File: src/rtl/axi_vid_pkg.sv
// axi_vid_pkg: shared FSM encoding, AXI constants and frame sizing for the video write arbiter
package axi_vid_pkg;
   localparam int NUM_CH = 4;
   localparam logic [2:0] SIZE_32B = 3'b101;
   localparam logic [1:0] BURST_INCR = 2'b01;
   typedef enum logic [1:0] {S_IDLE, S_AW, S_W, S_B} state_t;
   // Beats in one quadrant frame: quarter-size image of 16-bit pixels packed into DQ_WIDTH*8-bit beats
   function automatic int frame_beats(int h, int v, int dq);
      return (h / 2) * (v / 2) * 16 / (dq * 8);
   endfunction
endpackage

File: src/rtl/rr_arbiter4.sv
// rr_arbiter4: four-way round-robin grant with a registered priority pointer
//   req       : per-channel request
//   upd       : load upd_ptr into the pointer (end of a served burst)
//   gnt       : first requesting index at or after the pointer, wrapping
//   gnt_valid : any request present
module rr_arbiter4
   import axi_vid_pkg::*;
(
   input  logic       clk,
   input  logic       rst,
   input  logic [3:0] req,
   input  logic       upd,
   input  logic [1:0] upd_ptr,
   output logic [1:0] gnt,
   output logic       gnt_valid
);
   logic [1:0] ptr_q, ptr_d, idx;
   always_comb begin
      ptr_d     = upd ? upd_ptr : ptr_q;
      gnt       = '0;
      gnt_valid = 1'b0;
      idx       = '0;
      // Scan from the farthest offset down so the closest request to the pointer wins
      for (int i = NUM_CH - 1; i >= 0; i--) begin
         idx = ptr_q + 2'(i);
         if (req[idx]) begin
            gnt       = idx;
            gnt_valid = 1'b1;
         end
      end
   end
   always_ff @(posedge clk or posedge rst)
      if (rst) ptr_q <= '0;
      else     ptr_q <= ptr_d;
endmodule

File: src/rtl/axi_arbitrate_wr.sv
// axi_arbitrate_wr: round-robin writer of four FWFT video line buffers into ping-pong DDR frame buffers
//   vsync/buf_rdy/buf_rd_data/buf_rd_en : per-channel frame sync, burst-ready flag, head word, pop strobe
//   axi_aw*/axi_w*/axi_b*                : AXI write address, data and response channels
//   rd_frame_sel                         : per-channel buffer holding the last completed frame
//   ovf_flag                             : sticky per-channel frame overflow
module axi_arbitrate_wr
   import axi_vid_pkg::*;
#(
   parameter int MEM_ROW_WIDTH     = 15,
   parameter int MEM_COLUMN_WIDTH  = 10,
   parameter int MEM_BANK_WIDTH    = 3,
   parameter int CTRL_ADDR_WIDTH   = MEM_ROW_WIDTH + MEM_BANK_WIDTH + MEM_COLUMN_WIDTH,
   parameter int DQ_WIDTH          = 32,
   parameter int H_WIDTH           = 1280,
   parameter int H_HEIGHT          = 720,
   parameter int BURST_LEN         = 16,
   parameter int FRAME_ADDR_OFFSET = 131072,
   parameter int CH_ADDR_OFFSET    = 262144
) (
   input  logic                         clk,
   input  logic                         rst,
   input  logic [3:0]                   vsync,
   input  logic [3:0]                   buf_rdy,
   input  logic [4*DQ_WIDTH*8-1:0]      buf_rd_data,
   output logic [3:0]                   buf_rd_en,
   output logic                         axi_awvalid,
   input  logic                         axi_awready,
   output logic [CTRL_ADDR_WIDTH-1:0]   axi_awaddr,
   output logic [3:0]                   axi_awid,
   output logic [3:0]                   axi_awlen,
   output logic [2:0]                   axi_awsize,
   output logic [1:0]                   axi_awburst,
   output logic                         axi_wvalid,
   input  logic                         axi_wready,
   output logic [DQ_WIDTH*8-1:0]        axi_wdata,
   output logic [DQ_WIDTH-1:0]          axi_wstrb,
   output logic                         axi_wlast,
   input  logic                         axi_bvalid,
   output logic                         axi_bready,
   input  logic [3:0]                   axi_bid,
   output logic [3:0]                   rd_frame_sel,
   output logic [3:0]                   ovf_flag
);
   localparam int DW = DQ_WIDTH * 8;
   localparam int FRAME_BEATS = frame_beats(H_WIDTH, H_HEIGHT, DQ_WIDTH);
   state_t state_q, state_d;
   logic [1:0] gnt_q, gnt_d, gnt;
   logic [3:0] beat_q, beat_d;
   logic [CTRL_ADDR_WIDTH-1:0] awaddr_q, awaddr_d;
   logic [NUM_CH-1:0][15:0] cnt_q, cnt_d;
   logic [3:0] wr_sel_q, wr_sel_d, rd_sel_q, rd_sel_d, ovf_q, ovf_d, pend_q, pend_d, vs_q;
   logic [3:0] pend, apply;
   logic [15:0] g_cnt;
   logic gnt_valid, b_done, unused_bid;
   assign unused_bid = ^axi_bid;
   assign b_done = state_q == S_B && axi_bvalid;
   rr_arbiter4 u_arb (
      .clk       (clk),
      .rst       (rst),
      .req       (buf_rdy),
      .upd       (b_done),
      .upd_ptr   (gnt_q + 2'd1),
      .gnt       (gnt),
      .gnt_valid (gnt_valid)
   );
   always_comb begin
      state_d  = state_q;
      gnt_d    = gnt_q;
      beat_d   = beat_q;
      awaddr_d = awaddr_q;
      cnt_d    = cnt_q;
      wr_sel_d = wr_sel_q;
      rd_sel_d = rd_sel_q;
      ovf_d    = ovf_q;
      apply    = '0;
      g_cnt    = '0;
      pend     = pend_q | (vsync & ~vs_q);
      // A frame switch never lands inside a burst of that channel; it waits for the burst to retire
      for (int n = 0; n < NUM_CH; n++) begin
         apply[n] = pend[n] && (state_q == S_IDLE || gnt_q != 2'(n) || b_done);
         if (apply[n]) begin
            rd_sel_d[n] = wr_sel_q[n];
            wr_sel_d[n] = ~wr_sel_q[n];
            cnt_d[n]    = '0;
         end
      end
      pend_d = pend & ~apply;
      case (state_q)
         S_IDLE: if (gnt_valid) begin
            g_cnt = cnt_d[gnt];
            if (32'(g_cnt) + BURST_LEN > FRAME_BEATS) begin
               g_cnt      = '0;
               ovf_d[gnt] = 1'b1;
            end
            cnt_d[gnt] = g_cnt;
            awaddr_d   = CTRL_ADDR_WIDTH'(CH_ADDR_OFFSET * int'(gnt)
                         + FRAME_ADDR_OFFSET * int'(wr_sel_d[gnt]) + int'(g_cnt) * 8);
            gnt_d      = gnt;
            state_d    = S_AW;
         end
         S_AW: if (axi_awready) begin
            beat_d  = '0;
            state_d = S_W;
         end
         S_W: if (axi_wready) begin
            beat_d = beat_q + 4'd1;
            if (axi_wlast) begin
               cnt_d[gnt_q] = cnt_q[gnt_q] + 16'(BURST_LEN);
               state_d      = S_B;
            end
         end
         S_B: state_d = axi_bvalid ? S_IDLE : S_B;
      endcase
   end
   always_ff @(posedge clk or posedge rst)
      if (rst) begin
         state_q  <= S_IDLE;
         gnt_q    <= '0;
         beat_q   <= '0;
         awaddr_q <= '0;
         cnt_q    <= '0;
         wr_sel_q <= '0;
         rd_sel_q <= '1;
         ovf_q    <= '0;
         pend_q   <= '0;
         vs_q     <= '0;
      end else begin
         state_q  <= state_d;
         gnt_q    <= gnt_d;
         beat_q   <= beat_d;
         awaddr_q <= awaddr_d;
         cnt_q    <= cnt_d;
         wr_sel_q <= wr_sel_d;
         rd_sel_q <= rd_sel_d;
         ovf_q    <= ovf_d;
         pend_q   <= pend_d;
         vs_q     <= vsync;
      end
   assign axi_awvalid  = state_q == S_AW;
   assign axi_awaddr   = awaddr_q;
   assign axi_awid     = {2'b00, gnt_q};
   assign axi_awlen    = 4'(BURST_LEN - 1);
   assign axi_awsize   = SIZE_32B;
   assign axi_awburst  = BURST_INCR;
   assign axi_wvalid   = state_q == S_W;
   assign axi_wlast    = axi_wvalid && beat_q == 4'(BURST_LEN - 1);
   assign axi_wdata    = axi_wvalid ? buf_rd_data[gnt_q * DW +: DW] : '0;
   assign axi_wstrb    = '1;
   assign axi_bready   = 1'b1;
   // Pops track accepted beats exactly, so the FWFT head is always the next beat to send
   assign buf_rd_en    = (axi_wvalid && axi_wready) ? 4'b0001 << gnt_q : 4'b0000;
   assign rd_frame_sel = rd_sel_q;
   assign ovf_flag     = ovf_q;
endmodule

File: config.mk
export PLATFORM = sky130hd
export DESIGN_NAME = axi_arbitrate_wr
export DESIGN_NICKNAME = d
export VERILOG_FILES = /design/src/rtl/axi_vid_pkg.sv /design/src/rtl/rr_arbiter4.sv /design/src/rtl/axi_arbitrate_wr.sv
export SDC_FILE = /design/constraint.sdc
export NUM_CORES = 1
export LEC_CHECK = 0
export BUFFER_PORTS_ARGS = -buffer_cell sky130_fd_sc_hd__clkbuf_2
export CORE_AREA = 3 3 537 539
export CTS_CLUSTER_DIAMETER = 100
export CTS_CLUSTER_SIZE = 12
export DETAILED_ROUTE_END_ITERATION = 8
export DIE_AREA = 0 0 540 542
export MAX_ROUTING_LAYER = met4
export SYNTH_ARGS = -nofsm -noshare
export SYNTH_HDL_FRONTEND = slang
export SYNTH_SLANG_ARGS = --single-unit
File: constraint.sdc
create_clock -name clk -period 6.6 [get_ports clk]
set_input_delay 0.33 -clock clk [delete_from_list [all_inputs] [get_ports clk]]
set_output_delay 0.33 -clock clk [all_outputs]
set_load 0.01 [all_outputs]
==> impl_metrics.tcl <==
set metrics [dict create \
    outcome "finished clean" \
    p_per_area_mw_per_mm2 348 \
    drtIter0Drc 2723 \
    clk_path_buf_depth 2 \
    grt_pass1_wl_mm 328 \
    start_kind "flip-flop" \
    synthArstFlopShare_pct 100 \
    track_usage_pct 19.0 \
    arrival_ns 4.95 \
    via_count 22000 \
    yosysTopAreaCellShare_pct 40.3 \
    timing.slew.headroom_pct 18.4 \
    route.detailed.drc 0 \
    yosysWarnings 0 \
    viasPerCell 3.28 \
    fin_ws_ns 1.90 \
    endpoint_kind "flip-flop" \
    wire_per_inst_um 42.3 \
    max_freq_mhz 213 \
    grt-ovfl-total 0 \
    detail-route-antenna-nets 0 \
    synth_cells 1443 \
    avgSynthCellArea_um2 10.5 \
    die_area_mm2 0.293 \
    yosysSeqAreaShare_pct 18.5 \
    core_area_mm2 0.284 \
    die_y_um 542 \
    fin_crit_sh_pct 71.2 \
    tns_ns 0 \
    synth_edf_count 0 \
    setup_violations 0 \
    maxSlewViolCount 0 \
    final_core_util_pct 9.51 \
    postCtsResizedCells 0 \
    die_w_um 540 \
    cp.required_ns 6.85 \
    stdcell_count 6704 \
    io_pins 1386 \
    min_path_type "in -> reg" \
    grt_pass1_vias 20300 \
    synth_area_mm2 0.0152 \
    clock_sinks 112 \
    period_minus_slack_ns 4.70 \
    ys.flop_type "dfrtp_1" \
    cap_viol_max_count 0 \
    yosysMostFrequentCell "mux4_2" \
    finClkSkew_ns 0.0187 \
    place_congestion 1.13 \
    final_nets 3722 \
    min-delay-start "vsync[1]" \
    cts_tree "built" \
    cp-startpoint "gnt_q[1]$_DFFE_PP0P_" \
    worstSkewPairLatency_ns 0.38 \
    hold_viol 0 \
    drive_gt1_share_pct 62.8 \
    synth_top_cell_by_area "mux4_2" \
    reg2reg_from "gnt_q[1]$_DFFE_PP0P_" \
    cts_made_buffers 9 \
    grt_max_degree 132 \
    post-cts-setup-buffers 0 \
    dr.pass1.iters 5 \
    dp_cells 6423 \
    yosys-top-cells-area "mux4_2, dfrtp_1, and2_1" \
    ys_ff_latch 112 \
    wirelength_mm 283 \
    io_buffers 1327 \
    cts-root-buf "clkbuf_16" \
    syn2layout_area_growth_pct 77.8 \
    vdd_drop_max_v 0.000592 \
    dp_slack_ns 2.07 \
    htreeDepth 3 \
    netlist_top_cells_count "mux4_2, and2_1, nand2_1" \
    cp_max_fo 41 \
    ctsHoldBuffers 0 \
    rows 196 \
    post-dp-hpwl_mm 261 \
    clk_pin_slew_ns 0.10 \
    rsz0062_at_grt "false" \
    p_leak_nw 11.1 \
    tightest_slew_ns 1.22 \
    antenna_found_initial 467 \
    initial_core_util_pct 5.35 \
    yosysUniqueCellTypes 80 \
    critPathKind "reg -> reg" \
]
## routing by layer
layer	wire length, um	global-route usage (%)	share of wire (%)
met1	88700	17.5	31
met2	136000	31.4	48
met3	35500	9.32	13
met4	23600	12.2	8.3
met5	0	-	0
## state kept, by name, summed over array words and instances, names as in the netlist
register      flops
rd_frame_sel      4
wr_sel_q          4
u_arb.ptr_q       2
axi_awaddr       18
beat_q            4
cnt_q            64
pend_q            4
ovf_flag          4
state_q           2
vs_q              4
gnt_q             2
## cells by family after synthesis
kind of cell	synth area share, %
and+or+nand+nor	18.4
xor gates and xnor gates	0.921
muxes	40.6
AOI/OAI and AO/OA	13.7
DFF	18.5
buffers and inverters	7.13
adders and majority gates	0.790
other	0.0494
## cell type report
class / instances / area (um^2)
Tap cell: 3762 / 4710
Fill cell: 33500 / 257000
Clock buffer: 10 / 229
Inverter: 11 / 43.8
Antenna cell: 265 / 663
Sequential cell: 112 / 2820
Multi-Input combinational cell: 1178 / 11600
Clock inverter: 6 / 62.6
Timing Repair Buffer: 1360 / 6960
## critical path, cell delays in order, from the launching register on
cell and delay, ns:
dfrtp_4 0.84, ha_1 0.37, o21ai_1 0.14, o22ai_2 0.46, buf_4 0.36, nor3b_2 0.64, a211oi_1 0.35, a41o_1 0.37
a21oi_4 0.55, buf_12 0.31, o21ai_0 0.14
## path summary, 6_finish.rpt
path | end | slack (ns) | cells past startpoint
hold / removal | vs_q[1]$_DFF_PP0_ | 0.06 | 1
hold reg to reg | rd_frame_sel[0]$_DFFE_PP1P_ | 0.46 | 2
setup / recovery | cnt_q[13]$_DFF_PP0_ | 1.90 | 10
min in group asynchronous | ovf_flag[1]$_DFFE_PP0P_ | 0.14 | 2
setup reg to reg | cnt_q[13]$_DFF_PP0_ | 1.90 | 10
max in group asynchronous | gnt_q[0]$_DFFE_PP0P_ | 5.15 | 3
## per-stage QoR
stage	hold WS (ns)	power (mW)	instance area [um^2]
after detailed placement	0.445	8.87	26100
after global placement	0.444	8.88	26100
final	0.0635	9.40	27000
after CTS	0.0639	9.46	26400
after floorplan	0.361	5.12	15400
after global routing	0.0659	9.82	27000
## layout by cell type (no fill, tap or decap), types with 5 or more instances in the layout
cell          n
clkbuf_2   1327
mux4_2      272
diode_2     265
and2_1      263
nand2_1     111
dfrtp_1     104
a21oi_1      72
o21ai_0      65
conb_1       57
nor2_1       48
buf_4        27
a22oi_1      26
o31ai_1      26
nand3_1      24
a211oi_1     19
and3_1       17
xnor2_1      11
a31oi_1      10
inv_1         9
o21ai_1       9
clkbuf_16     9
o22ai_1       8
a21o_1        8
nor3_1        8
ha_1          8
nor2b_1       7
nand2b_1      6
o221ai_1      6
a32oi_1       6
buf_12        6
nand4_1       5
xor2_1        5
## where the power goes
part	leakage, nW	switching, mW	total, mW	internal, mW
Combinational	9.54	4.80	7.59	2.79
Sequential	1.46	0.318	1.23	0.911
Clock	0.144	0.311	0.579	0.268
Total	11.1	5.43	9.40	3.97
Note: power is estimated with default switching activity, not from simulation.
